File: src/rtl/instruction_fetch.sv
// rtl/instruction_fetch.sv - fetch unit: pc to imem req/ack, registered inst to decode valid/ready
module instruction_fetch #(
    parameter int ADDR_W   = 32,
    parameter int DATA_W   = 32,
    parameter int WAIT_MAX = 15
) (
    input  logic              clk,
    input  logic              rst,
    input  logic [ADDR_W-1:0] pc,
    input  logic              flush,
    output logic              imem_req,
    output logic [ADDR_W-1:0] imem_addr,
    input  logic              imem_ack,
    input  logic [DATA_W-1:0] imem_rdata,
    output logic              inst_valid,
    output logic [DATA_W-1:0] inst,
    output logic [ADDR_W-1:0] inst_pc,
    input  logic              inst_ready,
    output logic              pc_en,
    output logic              fetch_err
);

    localparam int CNT_W = $clog2(WAIT_MAX + 1);

    typedef enum logic [2:0] {IDLE, REQ, HOLD, DROP, ERR} state_t;

    state_t           state, state_next;
    logic [CNT_W-1:0] wait_cnt;
    logic             waiting;
    logic             timeout;

    assign waiting = (state == REQ) || (state == DROP);
    // Fires on the WAIT_MAX-th consecutive cycle of req without ack.
    assign timeout = waiting && !imem_ack && (wait_cnt == CNT_W'(WAIT_MAX - 1));
    assign pc_en   = (state == HOLD) && inst_ready && !flush;

    always_comb begin
        state_next = state;
        case (state)
            IDLE: if (!flush) state_next = REQ;
            REQ: begin
                if (timeout)       state_next = ERR;
                else if (imem_ack) state_next = flush ? IDLE : HOLD;
                else if (flush)    state_next = DROP;
            end
            DROP: begin
                if (timeout)       state_next = ERR;
                else if (imem_ack) state_next = IDLE;
            end
            HOLD: if (flush || inst_ready) state_next = IDLE;
            ERR:  state_next = ERR;
            default: state_next = IDLE;
        endcase
    end

    always_ff @(posedge clk or posedge rst) begin
        if (rst) begin
            state      <= IDLE;
            imem_req   <= 1'b0;
            imem_addr  <= '0;
            inst_valid <= 1'b0;
            inst       <= '0;
            inst_pc    <= '0;
            fetch_err  <= 1'b0;
            wait_cnt   <= '0;
        end else begin
            state <= state_next;
            case (state)
                IDLE: begin
                    if (!flush) begin
                        imem_addr <= pc;
                        imem_req  <= 1'b1;
                        wait_cnt  <= '0;
                    end
                end
                REQ, DROP: begin
                    if (timeout) begin
                        fetch_err <= 1'b1;
                        imem_req  <= 1'b0;
                    end else if (imem_ack) begin
                        imem_req <= 1'b0;
                        // Data returned for a flushed fetch is dropped on the floor.
                        if (state == REQ && !flush) begin
                            inst       <= imem_rdata;
                            inst_pc    <= imem_addr;
                            inst_valid <= 1'b1;
                        end
                    end else begin
                        wait_cnt <= wait_cnt + 1'b1;
                    end
                end
                HOLD: if (flush || inst_ready) inst_valid <= 1'b0;
                default: ;
            endcase
        end
    end

endmodule

File: config.mk
export PLATFORM = sky130hd
export DESIGN_NAME = instruction_fetch
export DESIGN_NICKNAME = d
export VERILOG_FILES = /design/src/rtl/instruction_fetch.sv
export SDC_FILE = /design/constraint.sdc
export NUM_CORES = 1
export LEC_CHECK = 0
export BUFFER_PORTS_ARGS = -buffer_cell sky130_fd_sc_hd__buf_2
export CAP_MARGIN = 20
export CORE_MARGIN = 2
export CORE_UTILIZATION = 45
export CTS_BUF_LIST = sky130_fd_sc_hd__clkbuf_4 sky130_fd_sc_hd__clkbuf_8
export DETAILED_ROUTE_END_ITERATION = 8
export PLACE_DENSITY = 0.78
export RECOVER_POWER = 50
export SYNTH_ARGS = -nofsm -noshare
export SYNTH_HDL_FRONTEND = slang
export SYNTH_SLANG_ARGS = --single-unit
File: constraint.sdc
create_clock -name clk -period 3.44 [get_ports clk]
set_input_delay 0.86 -clock clk [delete_from_list [all_inputs] [get_ports clk]]
set_output_delay 0.86 -clock clk [all_outputs]
set_load 0.03 [all_outputs]
# Yosys cells after proc, flatten, opt, wreduce, memory -nomap -nowiden
# Index checks and enable logic that the tools add are counted.
[totals]
reg_bits = 106
in_bits = 69
output_inout_bits = 100
wordCells = 67
[op_classes]
add_sub_neg = 1
n_eq_ne = 14
n_mux = 22
bitwise_logic = 2
n_reduce_logical = 20
[op_table]
columns = ["operator", "count"]
rows = [
  ["$mux 3", 7],
  ["$pmux 3 s5", 1],
  ["$mux 4", 3],
  ["$reduce_and 4->1", 3],
  ["$ne 2x2->1 const B", 5],
  ["$pmux 4 s2", 1],
  ["$mux 1", 7],
  ["$eq 3x2->1 const B", 2],
  ["$ne 3x3->1 const B", 2],
  ["$logic_and 1x1->1", 5],
  ["$reduce_and 5->1", 1],
  ["$add 4x1->4 const B", 1],
  ["$eq 4x4->1 const B", 1],
  ["$ne 4x4->1 const B", 1],
  ["$pmux 1 s2", 2],
  ["$reduce_and 2->1", 2],
  ["$reduce_bool 2->1", 2],
  ["$eq 3x1->1 const B", 1],
  ["$eq 3x3->1 const B", 1],
  ["$logic_not 3->1", 1],
  ["$reduce_and 3->1", 1],
  ["$logic_not 1->1", 2],
  ["$logic_or 1x1->1", 2],
  ["$mux 2", 1],
  ["other kinds (3)", 4],
]

# Logic depth before layout (Yosys ltp)
# Gate-level depths: netlist of the first run.
[depth]
word_depth = 6
depth_mapped = 5
depth_no_buf = 5

# Worst setup path before layout of the first run
# OpenSTA, ideal clock, no wires.
[synth_timing]
kind = "reg2out"
start = "register state[0]"
end = "output port pc_en"
arrival_time_ns = 1.663
required_time_ns = 2.580
path_slack_ns = 0.917
path_stages_with_launch = 3
n_path_buf = 0
path_cell_list = "dfrtp_1 > or3b_2 > nor3b_1"
[synth_via]
elab_chain_len = 3
[synth_lines]
columns = ["item", "line", "source"]
rows = [
  ["start: declaration", "27", "state_t state, state_next;"],
  ["start signal: assignment", "67", "state <= state_next;"],
  ["$eq 3x2->1", "35", "assign pc_en = (state == HOLD) && inst_ready && !flush;"],
  ["$logic_and 1x1->1 (2 in a row)", "35", ""],
  ["end: declaration", "19", "output logic pc_en,"],
]
# No other way between the ends.

==> impl_metrics.csv, run 1 <==
group,metric,value,unit
run_status,status,"finished clean",
synthesis,synth.largest_area_cell,"dfrtp_1",
drt,vias,2914,
floorplanning,io_pins,169,
grt,grt_max_degree,54,
synthesis,avgSynthCellArea,12.68,um2
worst_setup_path,regToRegSetupSlack,1.15,ns
drt,wl_per_cell,14.20,um
grt,grt-ovfl-total,0,
cells_and_area,antenna_cells,0,
timing,finalHoldViolCount,0,
timing,rsz0062_at_grt,"false",
drt,drcViolationCount,0,
worst_setup_path,endpoint,"imem_addr[11]",
floorplanning,start_util,0.4644,
synthesis,seq_area_frac_synth,0.6517,
clocking,cts_buffers,9,
drt,viasPerCell,4.825,
cells_and_area,drive_above_1_share,0.5020,
timing,worst_slack,0.8302,ns
grt,grt_usage,0.1762,
clocking,ctsLongestPathBuffers,2,
placed_design,hpwl,6213,um
power,swShare,0.4615,
worst_setup_path,r2r_cells,3,
timing,worstMarginPinSlew,1.446,ns
worst_setup_path,r2r_end,"inst[9]",
power,p_leak,2.769,nW
power,power_density,1047,mW/mm2
timing,clock_skew,0.009362,ns
placed_design,pre_cts_slack,1.173,ns
timing,fmax,0.3832,GHz
min_path,hold_path_class,"register to register",
floorplanning,rows,34,
synthesis,syn_inst,321,
clocking,cts_setup_buffers,0,
synthesis,synth_edf_count,0,
cells_and_area,multi_input_area,0.001331,mm2
placed_design,io_buffers,168,
clocking,cts-root-buf,"clkbuf_8",
grt,grt_pass1_wl,13920,um
timing,timing.setup.tns,0,ns
power,seqPwrFrac,0.400,
timing,fin_crit,2.610,ns
synthesis,synth_top_area_share,0.6517,
worst_setup_path,path_class,"primary input to async pin",
timing,drv_slew,0,
worst_setup_path,timing.critical_path.fanout_max,53,
timing,maxSlewHeadroom,0.03568,
grt,antenna_found_initial,0,
synthesis,ys_top_cells_by_count,"106 x dfrtp_1, 106 x nand2_1, 64 x mux2_2",
power,power_frac_comb,0.472,
cells_and_area,fin_nets,562,
floorplanning,die_height,99.11,um
timing,worst_hold_slack,0.4979,ns
clocking,hold_buffers,0,
floorplanning,core-area,0.008763,mm2
clocking,cts_resized,0,
cells_and_area,final_area,0.005172,mm2
worst_setup_path,crit_start,"rst",
clocking,cts_tree,"built",
cells_and_area,n_fill_cell,746,
power,clock_power_share,0.128,
grt,grt_pass1_vias,3028,
drt,antenna_left,0,
clocking,h-tree-depth,3,
worst_setup_path,r2r_start,"state[2]",
synthesis,syn_area,0.004070,mm2
power,switchingPower,2.498,mW
synthesis,synth_fp_nets,392,
worst_setup_path,cp-start-kind,"primary input",
worst_setup_path,crit_path_end_kind,"async pin",
timing,setup_violations,0,
placed_design,place_congestion,0.7471,
worst_setup_path,worstPathArrival,2.88,ns
clocking,clock_latency,0.36,ns
floorplanning,fp.dieW,99.11,um
power,vdd_drop_max,557.5,uV
power,p_int,2.915,mW
floorplanning,dieArea,0.009822,mm2
worst_setup_path,cp.required,3.71,ns
clocking,clk_pin_slew,0.10,ns
synthesis,ys_ff_latch,106,
timing,fin_crit_sh,0.7587,
synthesis,asyncSetResetFlopFracSynth,1.000,
placed_design,place_area,0.005029,mm2
synthesis,ys_warn_count,0,
clocking,cts.sinks,106,
drt,first_pass_iters,4,
drt,wirelength,8577,um
drt,drt-initial-drc-count,119,
synthesis,synth.distinct_cells,25,
cells_and_area,fin_util,0.5902,
synthesis,ys_top_cells_by_area,"dfrtp_1 65%, mux2_2 18%, nand2_1 9.8%",
cells_and_area,syn_to_final_growth,27.08,%
synthesis,synth_flop_cell,"dfrtp_1",
run,maxCapViolCount,0,
cells_and_area,regArea,0.002653,mm2
metrics by stage:
stage                     total power [mW]  std cells
after floorplan                      3.966        321
after global placement               4.705        588
after detailed placement             4.791        588
after CTS                            5.489        604
after global routing                 5.745        604
final                                5.413        604
worst max-delay path, stage by stage:
cell        delay (ns)
buf_2             0.10
clkinvlp_2        0.77
clkbuf_2          1.10
cells in the final DEF (no fill, tap or decap), types with 3 or more instances in the layout:
master | netlist | routed
buf_2 | 4 | 163
nand2_1 | 106 | 106
dfrtp_1 | 106 | 106
mux2_2 | 64 | 64
clkbuf_8 | 0 | 9
clkbuf_1 | 5 | 7
nand2b_1 | 4 | 4
o21ai_0 | 4 | 4
mux2i_1 | 3 | 3
clkinv_4 | 0 | 3
sequential cells by signal, indices dropped and copies added, names as in the netlist:
signal and flops:
fetch_err 1, imem_addr 32, imem_req 1, inst 32
inst_pc 32, inst_valid 1, state 3, wait_cnt 4
area by class of cell:
class / count / share of cell area
tap: 108 / 0.02612
clock buffer: 9 / 0.02395
timing repair buffer: 173 / 0.1667
clock inverter: 7 / 0.01064
multi-input combinational: 198 / 0.2574
inverter: 3 / 0.002419
sequential: 106 / 0.5128
power by group through the flow:
stage | sequential [mW] | combinational, mW | clock [mW]
global route | 2.26 | 2.73 | 0.764
detailed placement | 2.19 | 2.60 | 0
floorplan | 3.30 | 0.667 | 0
finish | 2.16 | 2.55 | 0.695
CTS | 2.17 | 2.60 | 0.720
global placement | 2.17 | 2.54 | 0
how the worst min path moves through the flow:
stage / start / endpoint / slack, ns / depth (start not counted)
finish: fetch_err / fetch_err / 0.50 / 1
global route: fetch_err / fetch_err / 0.52 / 1
CTS: fetch_err / fetch_err / 0.50 / 1
detailed placement: fetch_err / fetch_err / 0.47 / 1
global placement: fetch_err / fetch_err / 0.47 / 1
floorplan: wait_cnt[0] / wait_cnt[0] / 0.49 / 1
metal layers:
| metal | wire length (um) | GRT usage |
|---|---|---|
| met1 | 3612 | 0.2155 |
| met2 | 4253 | 0.3020 |
| met3 | 654 | 0.05903 |
| met4 | 57 | 0.04531 |
| met5 | 0 | 0 |
kinds of logic after synthesis:
kind of cell	Yosys count	share of synthesized area
AOI/OAI and AO/OA	7	0.009840
buffers and inverters	17	0.02244
muxes	67	0.1844
adders and majority gates	2	0.006147
and+or+nand+nor	122	0.1254
DFF	106	0.6517
Power figures use the tool's default switching activity.
==> run 2: changes to the inputs <==
- ABC_AREA: default -> 1
- CORE_UTILIZATION: 45 -> 50
- PLACE_DENSITY: 0.78 -> 0.81
- clock period: 3.44 -> 2.6 ns (I/O delays scaled with it)
==> impl_metrics.csv, run 2 <==
group,metric,value,unit
cells_and_area,syn_to_final_growth,24.28,%
run_status,status,"finished clean",
synthesis,ys_top_cells_by_area,"dfrtp_1 61%, nand2_1 7.9%, a21oi_2 6.4%",
synthesis,synth_fp_nets,529,
cells_and_area,fin_nets,691,
grt,grt_pass1_vias,3430,
drt,viasPerCell,4.764,
synthesis,ys_warn_count,0,
synthesis,ys_top_cells_by_count,"106 x dfrtp_1, 92 x nand2_1, 74 x inv_1",
floorplanning,die_height,97.43,um
clocking,cts_setup_buffers,0,
synthesis,synth_edf_count,0,
timing,fin_crit_sh,0.7603,
worst_setup_path,cp.required,1.95,ns
cells_and_area,drive_above_1_share,0.3093,
power,p_leak,2.944,nW
synthesis,syn_inst,458,
power,power_density,1442,mW/mm2
grt,grt_pass1_wl,15770,um
drt,wl_per_cell,12.67,um
clocking,cts-root-buf,"clkbuf_8",
cells_and_area,reg.largest.list,"imem_addr (32), inst (32), inst_pc (32)",
clocking,cts_tree,"built",
clocking,ctsLongestPathBuffers,2,
synthesis,yosysMostFrequentCell,"dfrtp_1",
worst_setup_path,crit_start,"state[0]",
timing,finalHoldViolCount,0,
drt,wirelength,9274,um
timing,fin_crit,1.977,ns
synthesis,asyncSetResetFlopFracSynth,1.000,
drt,first_pass_iters,4,
clocking,cts_buffers,9,
placed_design,place_congestion,0.8381,
min_path,hold_depth,1,
floorplanning,fp.dieW,97.43,um
worst_setup_path,worstPathArrival,1.33,ns
floorplanning,core-area,0.008593,mm2
grt,grt_max_degree,107,
synthesis,seq_area_frac_synth,0.6078,
min_path,worstHoldStart,"fetch_err",
clocking,hold_buffers,0,
timing,fmax,0.5059,GHz
worst_setup_path,r2r_cells,5,
drt,drcViolationCount,0,
grt,grt-ovfl-total,0,
drt,antenna_left,0,
synthesis,syn_area,0.004364,mm2
drt,drt-initial-drc-count,103,
grt,antenna_found_initial,0,
synthesis,synth.largest_area_cell,"dfrtp_1",
floorplanning,dieArea,0.009492,mm2
min_path,hold_path_class,"register to register",
floorplanning,start_util,0.5079,
synthesis,avgSynthCellArea,9.529,um2
clocking,clk_pin_slew,0.09,ns
clocking,cts.sinks,106,
timing,worstMarginPinSlew,1.373,ns
timing,clock_skew,0.009150,ns
worst_setup_path,crit_path_end_kind,"output port",
synthesis,synth_top_area_share,0.6078,
worst_setup_path,timing.critical_path.fanout_max,7,
power,vdd_drop_max,809.0,uV
clocking,h-tree-depth,3,
drt,vias,3487,
timing,timing.setup.tns,0,ns
synthesis,ys_ff_latch,106,
floorplanning,rows,34,
clocking,clock_latency,0.35,ns
cells_and_area,antenna_cells,0,
floorplanning,io_pins,169,
synthesis,synth_flop_cell,"dfrtp_1",
clocking,cts_resized,0,
worst_setup_path,r2r_start,"state[1]",
synthesis,synth.distinct_cells,21,
placed_design,io_buffers,168,
placed_design,hpwl,6747,um
cells_and_area,mostFrequentLayoutCells,"128 x buf_2, 106 x dfrtp_1, 91 x nand2_1",
grt,grt_usage,0.2016,
timing,setup_violations,0,
timing,worst_hold_slack,0.4735,ns
worst_setup_path,cp-start-kind,"register",
timing,rsz0062_at_grt,"false",
timing,maxSlewHeadroom,0.08473,
timing,drv_slew,0,
run,maxCapViolCount,0,
worst_setup_path,path_class,"register to output port",
cells_and_area,layout_commonest_cell,"buf_2",
-- run 2: cell types whose count changed in the layout (fill, tap and decap cells not counted), moves of 31 or more --
cell,previous run,this run
nor2_1,2,33
inv_1,2,75
a21oi_2,0,32
clkbuf_1,7,40
buf_2,163,128
mux2_2,64,0
o21ai_1,0,55
-- run 2: worst max-delay path: stages, from the launching register on --
cell and delay, ns:
dfrtp_1 0.45, nor2_1 0.16, nand3_1 0.08, nor2_1 0.09, buf_2 0.20
-- run 2: cell families after synthesis --
kind of cell,Yosys count,synth area share
buf+inv,99,0.09977
flops,106,0.6078
compound gates,103,0.1459
fa+ha+maj,2,0.005733
simple gates,147,0.1388
xor+xnor,1,0.002007
-- run 2: final timing paths --
check                                    to  slack, ns
worst max-delay path                  pc_en       0.62
max in group asynchronous       inst_pc[15]       0.96
worst max register to register   inst_pc[2]       0.63
worst min-delay path              fetch_err       0.47
min in group asynchronous          inst[14]       0.81
worst min register to register    fetch_err       0.47
-- run 2: where the power goes --
part	total, mW	internal [mW]	switching (mW)
Combinational	3.91	1.07	2.84
Clock	1.06	0.533	0.529
Sequential	2.85	2.41	0.439
-- run 2: cell type report --
cell class,instances,area (um2)
inverter,77,292.8
sequential,106,2653
multi-input combinational,253,1284
clock buffer,9,123.9
tap,108,135.1
fill,734,3169
timing repair buffer,173,853.3
clock inverter,6,82.58
-- run 2: routing by layer --
metal / routed length [um] / GRT usage
met5: 0 / 0
met4: 115 / 0.05876
met3: 858 / 0.06475
met2: 4274 / 0.3130
met1: 4026 / 0.2748
-- run 2: stage by stage --
stage	setup WS [ns]	util	instance area (um2)	instances	power, mW
after floorplan	0.6765	-	4368	458	5.795
after detailed placement	0.5463	0.6159	5293	717	6.922
final	0.6233	0.6312	5424	732	7.823
after global placement	0.6395	0.6159	5293	717	6.801
after CTS	0.5843	0.6399	5499	732	7.984
after global routing	0.3856	0.6312	5424	732	8.367
